## src/rtl/vram_pkg.sv

```systemverilog
// Shared definitions for the VRAM rectangle-fill engine.
//   VRAM_COL_W / VRAM_ROW_W : column / row coordinate widths
//   VRAM_ADDR_W             : VRAM port A address width, {row, col}
//   COLOR_W                 : 4R/4G/4B pixel width
//   fill_state_t            : fill FSM states
//   vram_pack_addr()        : row/col to VRAM address, matching the scan reader
package vram_pkg;

   localparam int VRAM_COL_W  = 9;
   localparam int VRAM_ROW_W  = 9;
   localparam int VRAM_ADDR_W = 18;
   localparam int COLOR_W     = 12;

   typedef enum logic [1:0] {
      ST_IDLE,
      ST_CLIP,
      ST_FILL,
      ST_FINISH
   } fill_state_t;

   function automatic logic [VRAM_ADDR_W-1:0] vram_pack_addr(
      input logic [VRAM_ROW_W-1:0] row,
      input logic [VRAM_COL_W-1:0] col
   );
      return {row, col};
   endfunction

endpackage

```

## src/rtl/rect_scan_counter.sv

```systemverilog
// Raster row/col counter for the rectangle fill.
//   clk, rstn     : clock, async active-low reset
//   load          : load col=x0, row=y0
//   en            : advance one pixel (granted write)
//   x0            : first column, reused at every row wrap
//   y0            : first row
//   x_end, y_end  : clipped last column / row (inclusive)
//   col, row      : current pixel
//   last          : current pixel is the final one of the rectangle
module rect_scan_counter
   import vram_pkg::*;
(
   input  logic                  clk,
   input  logic                  rstn,
   input  logic                  load,
   input  logic                  en,
   input  logic [VRAM_COL_W-1:0] x0,
   input  logic [VRAM_ROW_W-1:0] y0,
   input  logic [VRAM_COL_W-1:0] x_end,
   input  logic [VRAM_ROW_W-1:0] y_end,
   output logic [VRAM_COL_W-1:0] col,
   output logic [VRAM_ROW_W-1:0] row,
   output logic                  last
);

   assign last = (col == x_end) && (row == y_end);

   // Holding at the last pixel keeps row from wrapping past V_MAX.
   always_ff @(posedge clk or negedge rstn) begin
      if (!rstn) begin
         col <= '0;
         row <= '0;
      end else if (load) begin
         col <= x0;
         row <= y0;
      end else if (en && !last) begin
         if (col == x_end) begin
            col <= x0;
            row <= row + 1'b1;
         end else begin
            col <= col + 1'b1;
         end
      end
   end

endmodule

```

## src/rtl/vram_rect_filler.sv

```systemverilog
// Hardware rectangle-fill engine writing into VRAM port A.
//   clk, rstn            : system clock (shared with VRAM port A), async active-low reset
//   cmd_valid/cmd_ready  : command handshake; ready only while idle
//   cmd_x0, cmd_y0       : rectangle origin
//   cmd_w, cmd_h         : size in pixels, 0..512
//   cmd_color            : fill colour
//   abort                : cancel the fill in progress
//   vram_gnt             : port A granted this cycle (CPU has priority)
//   vram_we/addr/din     : port A write strobe, {row,col} address, pixel data
//   busy                 : fill in progress
//   done                 : one-cycle pulse on completion or abort
//
// state     | meaning
// ----------+-----------------------------------------------------------
// ST_IDLE   | waiting for a command, cmd_ready=1
// ST_CLIP   | compute clipped end corner, detect empty rectangles
// ST_FILL   | one pixel write per granted cycle
// ST_FINISH | done pulse, return to idle
module vram_rect_filler #(
   parameter int H_MAX   = 511,
   parameter int V_MAX   = 511,
   parameter int COLOR_W = 12
) (
   input  logic               clk,
   input  logic               rstn,
   input  logic               cmd_valid,
   output logic               cmd_ready,
   input  logic [8:0]         cmd_x0,
   input  logic [8:0]         cmd_y0,
   input  logic [9:0]         cmd_w,
   input  logic [9:0]         cmd_h,
   input  logic [COLOR_W-1:0] cmd_color,
   input  logic               abort,
   input  logic               vram_gnt,
   output logic               vram_we,
   output logic [17:0]        vram_addr,
   output logic [COLOR_W-1:0] vram_din,
   output logic               busy,
   output logic               done
);
   import vram_pkg::*;

   fill_state_t        state;
   logic [8:0]         x0_q, y0_q, x_end_q, y_end_q;
   logic [9:0]         w_q, h_q;
   logic [COLOR_W-1:0] color_q;
   logic [8:0]         col, row;
   logic               last;

   // 11-bit sums so x0+w-1 can never wrap back into range.
   logic [10:0] x_sum, y_sum;
   logic [8:0]  x_end_c, y_end_c;
   logic        empty_c;

   assign x_sum   = {2'b00, x0_q} + {1'b0, w_q} - 11'd1;
   assign y_sum   = {2'b00, y0_q} + {1'b0, h_q} - 11'd1;
   assign x_end_c = (x_sum > 11'(H_MAX)) ? 9'(H_MAX) : x_sum[8:0];
   assign y_end_c = (y_sum > 11'(V_MAX)) ? 9'(V_MAX) : y_sum[8:0];
   assign empty_c = (w_q == 10'd0) || (h_q == 10'd0) ||
                    ({2'b00, x0_q} > 11'(H_MAX)) || ({2'b00, y0_q} > 11'(V_MAX));

   logic fill_active;
   assign fill_active = (state == ST_FILL) && !abort;

   rect_scan_counter u_scan (
      .clk   (clk),
      .rstn  (rstn),
      .load  (state == ST_CLIP),
      .en    (fill_active && vram_gnt),
      .x0    (x0_q),
      .y0    (y0_q),
      .x_end (x_end_q),
      .y_end (y_end_q),
      .col   (col),
      .row   (row),
      .last  (last)
   );

   assign cmd_ready = ~busy;
   assign vram_we   = fill_active && vram_gnt;
   assign vram_addr = vram_pack_addr(row, col);
   assign vram_din  = color_q;

   always_ff @(posedge clk or negedge rstn) begin
      if (!rstn) begin
         state   <= ST_IDLE;
         x0_q    <= '0;
         y0_q    <= '0;
         w_q     <= '0;
         h_q     <= '0;
         color_q <= '0;
         x_end_q <= '0;
         y_end_q <= '0;
         busy    <= 1'b0;
         done    <= 1'b0;
      end else begin
         case (state)
            ST_IDLE: begin
               done <= 1'b0;
               if (cmd_valid) begin
                  x0_q    <= cmd_x0;
                  y0_q    <= cmd_y0;
                  w_q     <= cmd_w;
                  h_q     <= cmd_h;
                  color_q <= cmd_color;
                  busy    <= 1'b1;
                  state   <= ST_CLIP;
               end
            end
            ST_CLIP: begin
               x_end_q <= x_end_c;
               y_end_q <= y_end_c;
               if (abort || empty_c) begin
                  done  <= 1'b1;
                  state <= ST_FINISH;
               end else begin
                  state <= ST_FILL;
               end
            end
            ST_FILL: begin
               if (abort || (vram_gnt && last)) begin
                  done  <= 1'b1;
                  state <= ST_FINISH;
               end
            end
            default: begin
               done  <= 1'b0;
               busy  <= 1'b0;
               state <= ST_IDLE;
            end
         endcase
      end
   end

endmodule

```

## config.mk

```make
export PLATFORM = sky130hd
export DESIGN_NAME = vram_rect_filler
export DESIGN_NICKNAME = d
export VERILOG_FILES = /design/src/rtl/vram_pkg.sv /design/src/rtl/rect_scan_counter.sv /design/src/rtl/vram_rect_filler.sv
export SDC_FILE = /design/constraint.sdc
export NUM_CORES = 1
export LEC_CHECK = 0
export BUFFER_PORTS_ARGS = -buffer_cell sky130_fd_sc_hd__buf_2
export CAP_MARGIN = 15
export CORE_ASPECT_RATIO = 0.5
export CORE_UTILIZATION = 55
export CTS_CLUSTER_SIZE = 25
export DETAILED_ROUTE_END_ITERATION = 6
export PLACE_DENSITY = 0.78
export SLEW_MARGIN = 20
export SYNTH_ARGS = -nofsm -noshare
export SYNTH_HDL_FRONTEND = slang
export SYNTH_SLANG_ARGS = --single-unit
```

## constraint.sdc

```tcl
create_clock -name clk -period 3.6 [get_ports clk]
set_clock_uncertainty 0.05 [all_clocks]
set_input_delay 0.18 -clock clk [delete_from_list [all_inputs] [get_ports clk]]
set_output_delay 0.18 -clock clk [all_outputs]
set_load 0.01 [all_outputs]
```

==> impl_metrics.py, run 1 <==
metrics = {
    "clocking": {
        "post_cts_buffers": 0,
        "clkLatencyLatePin_ns": 0.34,
        "clk_pin_slew_ns": 0.06,
        "ctsResizeCount": 0,
        "clockBufferDepth": 2,
        "cts.sinks": 90,
        "cts-root-buf": "clkbuf_16",
        "cts_buffers": 9,
        "cts_tree": "yes",
        "htreeDepth": 3,
    },
    "sta": {
        "fin_crit_sh": 0.828,
        "max_freq_mhz": 336,
        "finalSetupViolCount": 0,
        "slew_headroom": 0.412,
        "drv_slew": 0,
        "rsz0062_at_grt": "no",
        "fin_setup_tns_ns": 0,
        "min_period_ns": 2.98,
        "tightest_slew_ns": 0.881,
        "finalHoldViolCount": 0,
        "hold_slack_ns": 0.0201,
    },
    "synthesis": {
        "synth_compound_area_frac": 0.139,
        "yosysSeqAreaShare": 0.416,
        "syn_inst": 534,
        "synth_top_area_cell": "dfrtp_1",
        "synth.avg_cell_area_um2": 10.1,
        "yosys.area_share.simple": 0.0924,
        "ys.flop_type": "dfrtp_1",
        "ys_types": 54,
        "synth_nets": 633,
        "synthMuxAreaShare": 0.116,
        "synth_top_family_by_area": "compound AO/OA/AOI/OAI gates",
        "synth_xor_area_frac": 0.0550,
        "ys_ff_latch": 90,
        "yosys-top-cells-area": "dfrtp_1 42%, mux2_2 11%, ha_1 9.7%",
        "ys_async_sr_fraction": 1.00,
        "ys_warn_count": 0,
        "synth_fa_ha_area_frac": 0.104,
        "synth-edff-count": 0,
        "syn_area_mm2": 0.00542,
        "synth_top_area_frac": 0.416,
    },
    "floorplanning": {
        "start_util": 0.570,
        "dieWidth_um": 142,
        "ioPinCount": 89,
        "fp.dieArea_mm2": 0.0103,
        "core_area_mm2": 0.00951,
        "die_h_um": 72.2,
        "rows": 25,
    },
    "critical_path": {
        "worstSetupPathType": "reg -> reg",
        "crit_arrival_ns": 3.15,
        "crit_required_ns": 3.77,
        "crit_path_start_kind": "flip-flop",
        "cp_max_fo": 9,
        "end_kind": "flip-flop",
    },
    "global_route": {
        "grt_start_max_net_pins": 71,
        "grt_antenna_before_repair": 0,
        "track_usage": 0.263,
        "grt_pass1_vias": 4201,
        "grt_pass1_wl_mm": 20.5,
        "gr-total-overflow": 0,
    },
    "place": {
        "dp.final_hpwl_mm": 9.23,
        "port_buffers": 88,
        "dp_cells": 746,
        "place_congestion": 0.944,
    },
    "layout": {
        "finish.net_count": 722,
        "final_cells": 760,
        "fin_util": 0.659,
        "antennaDiodeCount": 0,
        "drive_gt1_frac": 0.270,
        "synthToLayoutAreaGrowth_pct": 15.6,
        "fillers": 793,
    },
    "outcome": {
        "status": "finished, final reports clean",
    },
    "detailed_routing": {
        "first_pass_iters": 7,
        "wl_mm": 12.5,
        "vias": 4347,
        "dr.first_iter.drc_count": 312,
        "viasPerCell": 5.72,
        "drc": 0,
        "wl_per_cell_um": 16.4,
        "ant_nets": 0,
    },
    "power_and_ir_drop": {
        "power_mw": 6.96,
        "power.leakage_nw": 3.00,
        "cellPowerDensity_mw_per_mm2": 1110,
        "ir_drop_uv": 569,
    },
    "job": {
        "drv_cap": 0,
    },
    "min_path": {
        "min-delay-path-class": "in -> reg",
    },
}
layout make-up:
type	instances	area, µm²	share of cell area
multi-input cells	334	2750	0.439
flip-flops and latches	90	2250	0.359
repair buffers	95	498	0.0795
inverters	93	349	0.0557
clock buffers	10	229	0.0365
well taps	135	169	0.0270
clock inverters	3	20.0	0.00319
critical path, cell delays in order, from the launching register on:
cell	delay, ns
dfrtp_1	0.37
inv_1	0.05
ha_1	0.26
inv_1	0.06
ha_1	0.17
inv_1	0.06
fa_1	0.40
nor2b_1	0.20
o2111ai_2	0.13
a41oi_1	0.28
o21ai_0	0.13
a221o_1	0.46
o22a_1	0.23
state kept, by name, summed over array words and instances, names as in the netlist:
| signal | cells |
|---|---|
| busy | 1 |
| done | 1 |
| h_q | 10 |
| state | 2 |
| u_scan.col | 9 |
| u_scan.row | 9 |
| vram_din | 12 |
| w_q | 10 |
| x0_q | 9 |
| x_end_q | 9 |
| y0_q | 9 |
| y_end_q | 9 |
placed cells by master (no fill, tap or decap), types with 2 or more instances in the layout:
cell and instances:
ha_1 42, xor2_1 23, o21ai_1 2, o32ai_1 3, mux2i_1 2, xnor2_1 11, nand4_1 7, a31oi_1 5
mux2_2 54, nor4_1 5, clkbuf_16 9, nand3_1 17, or3_1 3, nand2_1 19, a311oi_1 2, a211oi_1 2
and2_1 3, o211ai_1 7, nand2b_1 2, nor2_1 12, dfrtp_1 90, nor3_1 6, fa_1 2, a211o_1 2
a21oi_1 26, buf_2 87, buf_4 7, a21o_1 8, o21a_1 2, clkinvlp_4 2, a41oi_1 2, and3_1 10
and4_1 2, o22a_1 18, o21ai_0 17, inv_1 92
per-layer routing:
layer / vias to the layer above / wire (µm) / global-route usage
li1: 2043 / - / -
met1: 2138 / 5440 / 0.329
met2: 134 / 6150 / 0.454
met3: 32 / 534 / 0.0554
met4: 0 / 339 / 0.102
met5: - / 0 / 0
cell families (layout without fill, tap and decap cells):
kind of cell / Yosys count / after routing
multiplexers: 56 / 56
XOR/XNOR: 34 / 34
buffers and inverters: 110 / 201
AND/OR/NAND/NOR: 93 / 93
flip-flops: 90 / 90
AO/OA/AOI/OAI: 107 / 107
adder cells (fa/ha/maj): 44 / 44
cells in the mapped netlist, drive strengths merged, types with 2 or more instances:
library cell and n:
nand2b 2, o22a 18, xor2 23, nand3 18, xnor2 11, dfrtp 90, o311ai 2, a31oi 5
a21oi 26, o21a 2, and3 10, ha 42, mux2i 2, or3 3, and2 3, nand4 7
mux2 54, a211o 2, a311oi 2, o21ai 19, a21o 8, o32ai 3, nor3 6, a41oi 2
nor2 13, a211oi 2, buf 9, nand2 20, and4 2, inv 92, o211ai 8, nor4 6
fa 2, clkbuf 8
repair_timing:
item                       CTS  global route
setup endpoints to repair    0             0
hold buffers                 1             0
hold endpoints to repair    69             0
stage by stage:
stage | area, µm² | setup slack, ns
CTS | 6270 | 0.649
finish | 6270 | 0.620
floorplan | 5420 | 0.906
detailed placement | 6010 | 0.657
global route | 6270 | 0.414
global placement | 6010 | 0.794
power breakdown:
group	total, mW	switching [mW]	internal [mW]
sequential	1.86	0.391	1.46
clock	0.826	0.371	0.455
combinational	4.28	2.31	1.98
total	6.96	3.07	3.90
final timing paths:
| check | from | to | slack, ns | depth (start not counted) |
|---|---|---|---|---|
| worst max-delay path | y0_q[1]$_DFFE_PN0P_ | y_end_q[2]$_DFFE_PN0P_ | 0.62 | 12 |
| worst min-delay path | cmd_w[6] | w_q[6]$_DFFE_PN0P_ | 0.02 | 2 |
| worst max register to register | y0_q[1]$_DFFE_PN0P_ | y_end_q[2]$_DFFE_PN0P_ | 0.62 | 12 |
| worst min register to register | vram_din[5]$_DFFE_PN0P_ | vram_din[5]$_DFFE_PN0P_ | 0.45 | 1 |
| max in group asynchronous | rstn | x_end_q[5]$_DFFE_PN0P_ | 2.20 | 3 |
| min in group asynchronous | rstn | y_end_q[2]$_DFFE_PN0P_ | 0.43 | 2 |
No activity file was read; power rests on OpenSTA's default activity.
==> inputs of run 2 (changes only) <==
- CORE_UTILIZATION: 55 -> 52
- PLACE_DENSITY: 0.78 -> 0.77
- clock period: 3.6 -> 2.5 ns (I/O delays scaled with it)
==> run 2 against run 1 <==
Sequential power increased by 42%. The run now ends with negative setup slack left. Critical path type unchanged. Count of clock-buffer cells in the layout decreased by 1. Non-clock buffer count increased by 112. Combinational power increased by 100%. Global-route usage increased by 6.2 points. Die area increased by 5.6%. Via count increased by 21%. Design area increased by 20%. Cell count increased by 15%. Register-to-register slack got worse by 0.87 ns.
==> impl_metrics.py, run 2 (same netlist as run 1, synthesis figures left out) <==
metrics = {
    "outcome": {
        "status": "complete, but fails checks",
        "violations": "negative setup slack",
    },
    "critical_path": {
        "worstSetupPathType": "reg -> reg",
        "cp_max_fo": 5,
        "crit_required_ns": 2.68,
        "crit_arrival_ns": 2.93,
        "end_kind": "flip-flop",
        "crit_path_start_kind": "flip-flop",
    },
    "layout": {
        "drive_gt1_frac": 0.369,
        "finish.net_count": 836,
        "synthToLayoutAreaGrowth_pct": 38.5,
        "final_common_cell": "dfrtp_1",
        "layout_common_cells": "90 x dfrtp_1, 87 x buf_2, 82 x inv_1",
        "antennaDiodeCount": 0,
        "largest_reg_flops": 12,
        "fin_util": 0.767,
    },
    "detailed_routing": {
        "drc": 0,
        "ant_nets": 0,
        "vias": 5253,
        "wl_mm": 17.5,
        "wl_per_cell_um": 19.9,
        "first_pass_iters": 5,
        "viasPerCell": 5.99,
        "dr.first_iter.drc_count": 489,
    },
    "sta": {
        "finalSetupViolCount": 18,
        "fin_setup_tns_ns": -2.88,
        "min_period_ns": 2.74,
        "rsz0062_at_grt": "yes",
        "finalHoldViolCount": 0,
        "fin_ws_ns": -0.245,
        "tightest_slew_ns": 0.577,
        "max_freq_mhz": 364,
        "slew_headroom": 0.615,
        "drv_slew": 0,
        "fin_crit_sh": 1.10,
    },
    "clocking": {
        "htreeDepth": 3,
        "cts_buffers": 9,
        "cts.sinks": 90,
        "clockBufferDepth": 2,
        "clk_pin_slew_ns": 0.07,
        "clkLatencyLatePin_ns": 0.35,
        "cts_tree": "yes",
        "cts-root-buf": "clkbuf_16",
    },
    "global_route": {
        "track_usage": 0.326,
        "grt_pass1_vias": 5365,
        "gr-total-overflow": 0,
        "grt_antenna_before_repair": 0,
        "grt_start_max_net_pins": 51,
        "grt_pass1_wl_mm": 26.9,
    },
    "power_and_ir_drop": {
        "power.leakage_nw": 3.55,
        "ir_drop_uv": 906,
        "cellPowerDensity_mw_per_mm2": 1690,
    },
    "place": {
        "port_buffers": 88,
        "place_congestion": 0.899,
        "dp.final_hpwl_mm": 10.2,
    },
    "floorplanning": {
        "ioPinCount": 89,
        "dieWidth_um": 146,
        "rows": 25,
        "die_h_um": 74.2,
        "core_area_mm2": 0.00979,
        "fp.dieArea_mm2": 0.0109,
        "start_util": 0.553,
    },
    "job": {
        "drv_cap": 0,
    },
    "min_path": {
        "min-delay-path-class": "in -> reg",
    },
}
[run 2: final cells by class]
cell class / count / area, µm²
Inverter: 93 / 355
Fill cell: 559 / 2290
Timing Repair Buffer: 207 / 1480
Multi-Input combinational cell: 336 / 2950
Clock buffer: 9 / 225
Sequential cell: 90 / 2250
Tap cell: 135 / 169
Clock inverter: 7 / 77.6
[run 2: metal layers]
metal | vias to the layer above | GRT usage | share of wire
li1 | 2272 | - | -
met1 | 2509 | 0.372 | 0.36
met2 | 350 | 0.577 | 0.49
met3 | 122 | 0.0675 | 0.085
met4 | 0 | 0.215 | 0.065
met5 | - | 0 | 0
[run 2: final timing paths]
kind                                    startpoint                 endpoint  slack [ns]  cells after the start
max                             h_q[0]$_DFFE_PN0P_   y_end_q[5]$_DFFE_PN0P_       -0.24                     12
min in group asynchronous                     rstn       w_q[6]$_DFFE_PN0P_        0.25                      2
max in group asynchronous                     rstn      y0_q[3]$_DFFE_PN0P_        1.46                      3
min reg2reg                vram_din[2]$_DFFE_PN0P_  vram_din[2]$_DFFE_PN0P_        0.45                      1
max reg2reg                     h_q[0]$_DFFE_PN0P_   y_end_q[5]$_DFFE_PN0P_       -0.24                     12
min                                      cmd_valid         busy$_DFFE_PN0P_        0.15                      4
[run 2: what timing repair did]
item,CTS,global route
gates resized for setup,21,19
setup buffers,5,11
gates cloned,2,0
setup endpoints to repair,18,26
hold buffers,51,0
hold endpoints to repair,88,0
pin swaps,19,23
[run 2: where the power goes]
group | internal (mW) | leakage, nW | switching, mW
clock network | 0.784 | 0.146 | 0.621
registers | 2.11 | 1.02 | 0.535
logic | 4.11 | 2.38 | 4.52
[run 2: stage by stage]
step / hold WS, ns / instances / cell area [µm²] / setup WS [ns] / power, mW
4_1_cts: 0.126 / 866 / 7350 / -0.187 / 11.6
3_5_place_dp: 0.0801 / 792 / 6380 / -0.208 / 9.56
6_report: 0.147 / 877 / 7500 / -0.245 / 12.7
2_1_floorplan: -0.221 / 534 / 5440 / -0.0848 / 7.28
3_3_place_gp: 0.0785 / 792 / 6380 / -0.139 / 9.34
5_1_grt: 0.144 / 877 / 7500 / -0.358 / 13.4
[run 2: critical path: stages (launching register included)]
cell	delay, ns
dfrtp_1	0.35
inv_1	0.06
ha_1	0.21
inv_1	0.10
ha_2	0.19
inv_2	0.04
fa_2	0.34
nor2b_2	0.15
o2111ai_2	0.13
a41oi_2	0.27
o21ai_2	0.09
a221o_2	0.46
o22a_1	0.20
==> inputs of run 3 (changes only) <==
- GPL_TIMING_DRIVEN: not set -> 0
- HOLD_SLACK_MARGIN: not set -> 0.02
==> run 3 against run 2 <==
Global-route usage shrank 3.1 points. Combinational power down 14%. First-iteration DRC count grew 4.7%. Sequential power rose by 5%. Largest power group unchanged. Register-to-register slack better by 0.04 ns. The run still ends with negative setup slack left. Die area unchanged. Count of clock-buffer cells in the layout is 2 higher.
==> impl_metrics.py, run 3 (same netlist as run 1, synthesis figures left out) <==
metrics = {
    "outcome": {
        "status": "complete, but fails checks",
        "violations": "negative setup slack",
    },
    "floorplanning": {
        "die_h_um": 74.2,
        "rows": 25,
        "start_util": 0.553,
        "core_area_mm2": 0.00979,
        "dieWidth_um": 146,
        "ioPinCount": 89,
        "fp.dieArea_mm2": 0.0109,
    },
    "clocking": {
        "htreeDepth": 3,
        "cts.sinks": 90,
        "cts-root-buf": "clkbuf_16",
        "clkLatencyLatePin_ns": 0.35,
        "clk_pin_slew_ns": 0.07,
        "clockBufferDepth": 2,
        "cts_tree": "yes",
        "cts_buffers": 9,
    },
    "job": {
        "drv_cap": 0,
    },
    "global_route": {
        "gr-total-overflow": 0,
        "track_usage": 0.295,
        "grt_pass1_wl_mm": 24.2,
        "grt_start_max_net_pins": 74,
        "grt_antenna_before_repair": 0,
        "grt_pass1_vias": 4841,
    },
    "layout": {
        "regArea_mm2": 0.00225,
        "finish.net_count": 805,
        "layout_common_cells": "90 x dfrtp_1, 88 x buf_2, 81 x inv_1",
        "fin_area_mm2": 0.00720,
        "fillers": 603,
        "final_cells": 846,
        "synthToLayoutAreaGrowth_pct": 32.9,
        "drive_gt1_frac": 0.318,
        "antennaDiodeCount": 0,
        "multiInputGateArea_mm2": 0.00295,
        "largest_reg_flops": 12,
        "final_common_cell": "dfrtp_1",
    },
    "detailed_routing": {
        "ant_nets": 0,
        "viasPerCell": 5.78,
        "dr.first_iter.drc_count": 512,
        "wl_per_cell_um": 18.7,
        "first_pass_iters": 5,
        "wl_mm": 15.8,
        "vias": 4889,
        "drc": 0,
    },
    "sta": {
        "hold_slack_ns": 0.112,
        "drv_slew": 0,
        "fin_crit_sh": 1.08,
        "finalHoldViolCount": 0,
        "max_freq_mhz": 370,
        "rsz0062_at_grt": "yes",
        "finalSetupViolCount": 16,
        "slew_headroom": 0.554,
        "fin_ws_ns": -0.204,
        "min_period_ns": 2.70,
        "tightest_slew_ns": 0.670,
        "fin_setup_tns_ns": -2.12,
    },
    "power_and_ir_drop": {
        "power.leakage_nw": 3.34,
        "cellPowerDensity_mw_per_mm2": 1590,
        "ir_drop_uv": 713,
    },
    "place": {
        "dp_cells": 758,
        "dp.final_hpwl_mm": 9.59,
        "place_congestion": 0.864,
        "port_buffers": 88,
        "pre_cts_slack_ns": -0.331,
        "postPlaceCellArea_mm2": 0.00608,
    },
    "critical_path": {
        "end_kind": "flip-flop",
        "cp_max_fo": 9,
        "crit_required_ns": 2.68,
        "crit_arrival_ns": 2.89,
        "rrSetupSlack_ns": -0.20,
        "worstSetupPathType": "reg -> reg",
        "crit_path_start_kind": "flip-flop",
    },
    "min_path": {
        "min-delay-path-class": "in -> reg",
    },
}
run 3: cell count changes in the layout (fill, tap and decap cells not counted), sizes merged:
cell	delta
clkbuf	+10
inv	-2
buf	-38
clkinvlp	-1
a221o	-1
clkinv	+2
bufinv	-1
run 3: worst paths after layout:
| kind | startpoint | to | depth (start not counted) |
|---|---|---|---|
| hold / removal | cmd_valid | busy$_DFFE_PN0P_ | 4 |
| setup / recovery | y0_q[1]$_DFFE_PN0P_ | y_end_q[3]$_DFFE_PN0P_ | 13 |
| setup reg to reg | y0_q[1]$_DFFE_PN0P_ | y_end_q[3]$_DFFE_PN0P_ | 13 |
| min in group asynchronous | rstn | vram_din[2]$_DFFE_PN0P_ | 2 |
| hold reg to reg | vram_din[2]$_DFFE_PN0P_ | vram_din[2]$_DFFE_PN0P_ | 1 |
| max in group asynchronous | rstn | h_q[0]$_DFFE_PN0P_ | 3 |
run 3: metal layers:
metal	vias to the layer above	wire, µm	global-route usage
met4	0	605	0.115
li1	2199	-	-
met1	2407	6200	0.342
met2	218	8120	0.548
met3	65	921	0.0675
met5	-	0	0
run 3: layout make-up:
| cell class | count | area share |
|---|---|---|
| Clock buffer | 11 | 0.0323 |
| Sequential cell | 90 | 0.313 |
| Buffer | 17 | 0.0115 |
| Clock inverter | 5 | 0.00434 |
| Inverter | 93 | 0.0488 |
| Timing Repair Buffer | 160 | 0.158 |
| Multi-Input combinational cell | 335 | 0.409 |
| Tap cell | 135 | 0.0235 |
run 3: through the flow:
step,total power [mW],utilization
after global placement,8.54,0.618
final,11.4,0.736
after global routing,12.3,0.736
after floorplan,7.28,-
after CTS,10.6,0.720
after detailed placement,8.77,0.621
run 3: what timing repair did:
item	in CTS	in global routing
resized for setup	21	23
hold endpoints to repair	140	0
hold buffers	51	0
setup buffers	10	10
endpoints found under the setup margin	20	32
pin swaps	21	16
cloned	1	0
run 3: worst max-delay path: stages (launching register included):
cell and delay, ns:
dfrtp_1 0.37, inv_1 0.05, ha_1 0.30, inv_2 0.07
ha_4 0.14, inv_2 0.04, fa_2 0.35, nor2b_2 0.15
o2111ai_2 0.14, a41oi_2 0.17, o21ai_1 0.09, a221o_1 0.36
buf_6 0.14, o22a_1 0.16
run 3: power breakdown:
group	leakage, nW	internal, mW	switching (mW)
Clock	0.129	0.672	0.586
Combinational	2.19	3.53	3.90
Sequential	1.02	2.11	0.649
